File: src/rtl/pipe_skid_reg.sv
// pipe_skid_reg: inter-stage pipeline register with valid/ready handshake,
// flush, an optional skid entry and a saturating stall-cycle counter.
// SKID=1 gives a two-entry elastic stage whose in_ready depends only on state.
// SKID=0 gives a single-entry stage whose in_ready passes out_ready through.
module pipe_skid_reg #(
    parameter int unsigned DATA_W = 64,
    parameter int unsigned SKID   = 1,
    parameter int unsigned CNT_W  = 32
) (
    input  logic              clk,
    input  logic              reset,
    input  logic              in_valid,
    output logic              in_ready,
    input  logic [DATA_W-1:0] in_data,
    input  logic              flush,
    output logic              out_valid,
    input  logic              out_ready,
    output logic [DATA_W-1:0] out_data,
    output logic [CNT_W-1:0]  stall_cycles
);

    typedef enum logic [1:0] {
        ST_EMPTY = 2'd0,
        ST_ONE   = 2'd1,
        ST_TWO   = 2'd2
    } state_t;

    state_t            state_r;
    state_t            state_nxt_s;
    logic [DATA_W-1:0] main_r;
    logic [DATA_W-1:0] main_nxt_s;
    logic [DATA_W-1:0] skid_r;
    logic [DATA_W-1:0] skid_nxt_s;
    logic [CNT_W-1:0]  stall_r;
    logic              out_valid_s;
    logic              in_ready_s;
    logic              accept_s;
    logic              emit_s;

    assign out_valid_s = (state_r != ST_EMPTY);
    assign accept_s    = in_valid & in_ready_s;
    assign emit_s      = out_valid_s & out_ready;

    // The skid variant decouples in_ready from out_ready; the single-entry
    // variant lets a draining entry make room in the same cycle.
    generate
        if (SKID != 32'd0) begin : g_skid
            assign in_ready_s = (state_r != ST_TWO);
        end else begin : g_pass
            assign in_ready_s = ~out_valid_s | out_ready;
        end
    endgenerate

    // Occupancy next-state and payload next values; flush overrides everything
    // but leaves the payload registers untouched.
    always_comb begin
        state_nxt_s = state_r;
        main_nxt_s  = main_r;
        skid_nxt_s  = skid_r;
        if (flush) begin
            state_nxt_s = ST_EMPTY;
        end else begin
            case (state_r)
                ST_EMPTY: begin
                    if (accept_s) begin
                        state_nxt_s = ST_ONE;
                        main_nxt_s  = in_data;
                    end else begin
                        state_nxt_s = ST_EMPTY;
                    end
                end
                ST_ONE: begin
                    if (accept_s && emit_s) begin
                        state_nxt_s = ST_ONE;
                        main_nxt_s  = in_data;
                    end else if (accept_s) begin
                        // Only the skid variant can accept while holding an
                        // un-emitted entry; the other branch is defensive.
                        if (SKID != 32'd0) begin
                            state_nxt_s = ST_TWO;
                            skid_nxt_s  = in_data;
                        end else begin
                            state_nxt_s = ST_ONE;
                            main_nxt_s  = in_data;
                        end
                    end else if (emit_s) begin
                        state_nxt_s = ST_EMPTY;
                    end else begin
                        state_nxt_s = ST_ONE;
                    end
                end
                ST_TWO: begin
                    if (emit_s) begin
                        state_nxt_s = ST_ONE;
                        main_nxt_s  = skid_r;
                    end else begin
                        state_nxt_s = ST_TWO;
                    end
                end
                default: begin
                    state_nxt_s = ST_EMPTY;
                end
            endcase
        end
    end

    // Occupancy state and payload registers.
    always_ff @(posedge clk) begin
        if (reset) begin
            state_r <= ST_EMPTY;
            main_r  <= {DATA_W{1'b0}};
            skid_r  <= {DATA_W{1'b0}};
        end else begin
            state_r <= state_nxt_s;
            main_r  <= main_nxt_s;
            skid_r  <= skid_nxt_s;
        end
    end

    // Saturating count of cycles where the held entry is refused downstream.
    always_ff @(posedge clk) begin
        if (reset) begin
            stall_r <= {CNT_W{1'b0}};
        end else if (out_valid_s && !out_ready && (stall_r != {CNT_W{1'b1}})) begin
            stall_r <= stall_r + CNT_W'(1);
        end else begin
            stall_r <= stall_r;
        end
    end

    assign in_ready     = in_ready_s;
    assign out_valid    = out_valid_s;
    assign out_data     = main_r;
    assign stall_cycles = stall_r;

endmodule

File: config.mk
export PLATFORM = sky130hd
export DESIGN_NAME = pipe_skid_reg
export DESIGN_NICKNAME = d
export VERILOG_FILES = /design/src/rtl/pipe_skid_reg.sv
export SDC_FILE = /design/constraint.sdc
export NUM_CORES = 1
export LEC_CHECK = 0
export BUFFER_PORTS_ARGS = -buffer_cell sky130_fd_sc_hd__buf_2
export CORE_MARGIN = 5
export CORE_UTILIZATION = 48
export DETAILED_ROUTE_END_ITERATION = 12
export PLACE_DENSITY = 0.83
export SYNTH_ARGS = -nofsm -noshare
export SYNTH_HDL_FRONTEND = slang
export SYNTH_SLANG_ARGS = --single-unit
File: constraint.sdc
create_clock -name clk -period 2.1 [get_ports clk]
set_input_delay 0.525 -clock clk [delete_from_list [all_inputs] [get_ports clk]]
set_output_delay 0.525 -clock clk [all_outputs]
set_load 0.01 [all_outputs]
==> flow_summary.toml <==
[clock_tree]
h-tree-depth = 4
cts_made_buffers = 17
cts_tree = "done"
cts_root_buf = "clkbuf_16"
clkSlewWorstSetupHoldPaths_ps = 60
cts_sinks = 162
worstSkewPairLatency_ps = 400
cts_buffer_depth = 2

[yosys]
synth.avg_cell_area_um2 = 8.70
synthArstFlopShare = 0
syn_area_mm2 = 0.00671
syn_nets = 841
yosysWarnings = 0
synth-edff-count = 0
ys_seq_area_frac = 0.483
ys.flop_type = "dfxtp_1"
ys_ff_latch = 162
syn_inst = 771
synthDistinctLibCells = 45

[drt]
wl_per_cell_um = 14.8
drt_iter0_drc = 357
drt-vias-per-instance = 5.32
ant_nets = 0
via_count = 6032
drc_errors = 0
drt_wl_total_mm = 16.8
drt_pass1_iterations = 5

[critical_path]
cp-end-kind = "register"
cp_top_family = "simple AND/OR/NAND/NOR gates"
crit_required_ps = 2390
slowest_stage = "or4_4"
cp_max_fo = 5
slowest_delay_ps = 570
r2r_start = "stall_cycles[18]$_SDFFE_PP0P_"
crit_path_start_kind = "register"
ff2ff_setup_slack_ps = 40
timing.rr.end = "stall_cycles[19]$_SDFFE_PP0P_"
critPathBufInv = 1
arrival_ps = 2340
path_class = "register to register"
rr_worst_depth = 6
path_cells = "nand4_4, or4_4, o31ai_4, buf_4, nor4_1, mux2_2"

[hold_path]
worstHoldEndpoint = "skid_r[32]$_SDFFE_PP0P_"
whs_path_depth = 3
min_from = "in_data[32]"
hold_path.class = "input pin to register"

[run]
cap_violations = 0

[global_routing]
grt_pass1_vias = 5732
grt_first_pass_wirelength_mm = 27.4
grt_use_total = 0.204
grt_max_degree = 67
antenna_found_initial = 0
grt-ovfl-total = 0

[finish]
insertedDiodeCount = 0
layout_commonest_cell = "buf_2"
syn2layout_area_growth_pct = 27.9
finalNonFillerCells = 1133
nets = 1012
drive_above_1_share = 0.278
final_cell_mix = "166 x buf_2, 162 x dfxtp_1, 142 x nand2_1"

[floorplanning]
rows = 43
core_mm2 = 0.0138
die_area_mm2 = 0.0164
start_util = 0.487
io_pins = 167
die-width_um = 128
die_h_um = 128

[timing]
fin_crit_sh = 0.979
finalHoldViolCount = 0
slew_headroom = 0.532
min_period_ps = 2060
max_freq_ghz = 0.486
finClkSkew_ps = 6.73
final-max-slew-violation-count = 0
rsz0062_at_grt = "yes"
setup_viol = 0
worst_slew_pin_slew_ps = 702

[run_status]
outcome = "finished, final reports clean"

[pwr]
power.total_mw = 6.90
p_leak_nw = 3.83
irDropWorstVdd_mv = 0.458
powerDensity_mw_per_mm2 = 804

[placement]
finalWeightedCongestion = 0.872
io_buffers = 166
hpwl_mm = 11.6
dp.cells = 1099
## worst max path at each step
stage | startpoint | to | depth (start not counted)
6_report | stall_cycles[18]$_SDFFE_PP0P_ | stall_cycles[19]$_SDFFE_PP0P_ | 6
3_5_place_dp | out_ready | stall_cycles[20]$_SDFFE_PP0P_ | 6
3_3_place_gp | out_ready | stall_cycles[20]$_SDFFE_PP0P_ | 6
5_1_grt | stall_cycles[18]$_SDFFE_PP0P_ | stall_cycles[19]$_SDFFE_PP0P_ | 6
4_1_cts | stall_cycles[1]$_SDFFE_PP0P_ | stall_cycles[1]$_SDFFE_PP0P_ | 7
2_1_floorplan | stall_cycles[0]$_SDFFE_PP0P_ | stall_cycles[6]$_SDFFE_PP0P_ | 6
## layout make-up
class / instances / area (um2)
tap: 180 / 225
inverter: 4 / 15.0
fill: 1201 / 5190
timing repair buffer: 208 / 1260
multi-input combinational: 549 / 3260
sequential: 162 / 3240
clock buffer: 24 / 472
clock inverter: 6 / 105
## what timing repair did
item / in CTS / in global routing
gates resized for setup: 0 / 6
endpoints found under the setup margin: 0 / 13
buffers inserted: 0 / 3
hold buffers: 0 / 0
## worst register-to-register path, cell delays in order, from the launching register on
cell and delay (ps):
dfxtp_1 430, nand4_4 130, or4_4 570, o31ai_4 330, buf_4 170, nor4_1 40
mux2_2 270
## flip-flops by register name, indices dropped and copies added, names as in the netlist
signal and count:
out_data 64, skid_r 64, stall_cycles 32, state_r 2
## routing by layer
metal,track usage,share of wire
met1,0.253,0.44
met2,0.341,0.49
met3,0.0500,0.055
met4,0.0774,0.017
met5,0,0
## stage by stage
step                 util  setup TNS (ps)  worst slack, ps  hold WS (ps)  area (um2)
floorplan               -               0             27.2           436        6710
global placement    0.578           -45.8            -45.8           440        7960
detailed placement  0.578            -169            -67.8           446        7960
CTS                 0.620               0             9.27           346        8530
global route        0.623           -65.5            -41.6           350        8590
finish              0.623               0             44.5           367        8590
## cell usage after synthesis (2+ instances only)
| cell | n | share of area |
|---|---|---|
| o31ai_1 | 7 | 0.0078 |
| nor2b_1 | 7 | 0.0065 |
| buf_1 | 2 | 0.0011 |
| clkbuf_1 | 40 | 0.022 |
| nor4_1 | 5 | 0.0047 |
| nand2_1 | 143 | 0.080 |
| a211oi_1 | 64 | 0.072 |
| buf_2 | 12 | 0.0089 |
| nand3_1 | 10 | 0.0075 |
| inv_1 | 4 | 0.0022 |
| nand4_1 | 5 | 0.0047 |
| nor2_1 | 78 | 0.044 |
| dfxtp_1 | 162 | 0.48 |
| o21ai_0 | 15 | 0.011 |
| xor2_1 | 2 | 0.0026 |
| mux2i_1 | 65 | 0.097 |
| or4_2 | 4 | 0.0052 |
| nand2b_1 | 4 | 0.0037 |
| or3_1 | 16 | 0.015 |
| nor3_1 | 3 | 0.0022 |
| or2_2 | 5 | 0.0047 |
| mux2_2 | 5 | 0.0084 |
| o31ai_4 | 2 | 0.0063 |
| a21oi_1 | 87 | 0.065 |
| or4_1 | 4 | 0.0045 |
## power by group
group / internal (mW) / switching [mW] / leakage (nW)
Sequential: 3.19 / 0.0653 / 1.32
Combinational: 0.258 / 0.347 / 2.22
Clock: 1.92 / 1.13 / 0.284
Total: 5.36 / 1.54 / 3.83
## logic make-up (layout without fill, tap and decap cells)
group / Yosys count / count (layout) / synth area share
AO/OA/AOI/OAI: 183 / 183 / 0.172
XOR/XNOR: 3 / 3 / 0.00392
buffers and inverters: 60 / 242 / 0.0375
multiplexers: 71 / 71 / 0.107
AND/OR/NAND/NOR: 291 / 291 / 0.194
flip-flops: 162 / 162 / 0.483
adder cells (fa/ha/maj): 1 / 1 / 0.00186
Power figures use the tool's default switching activity.
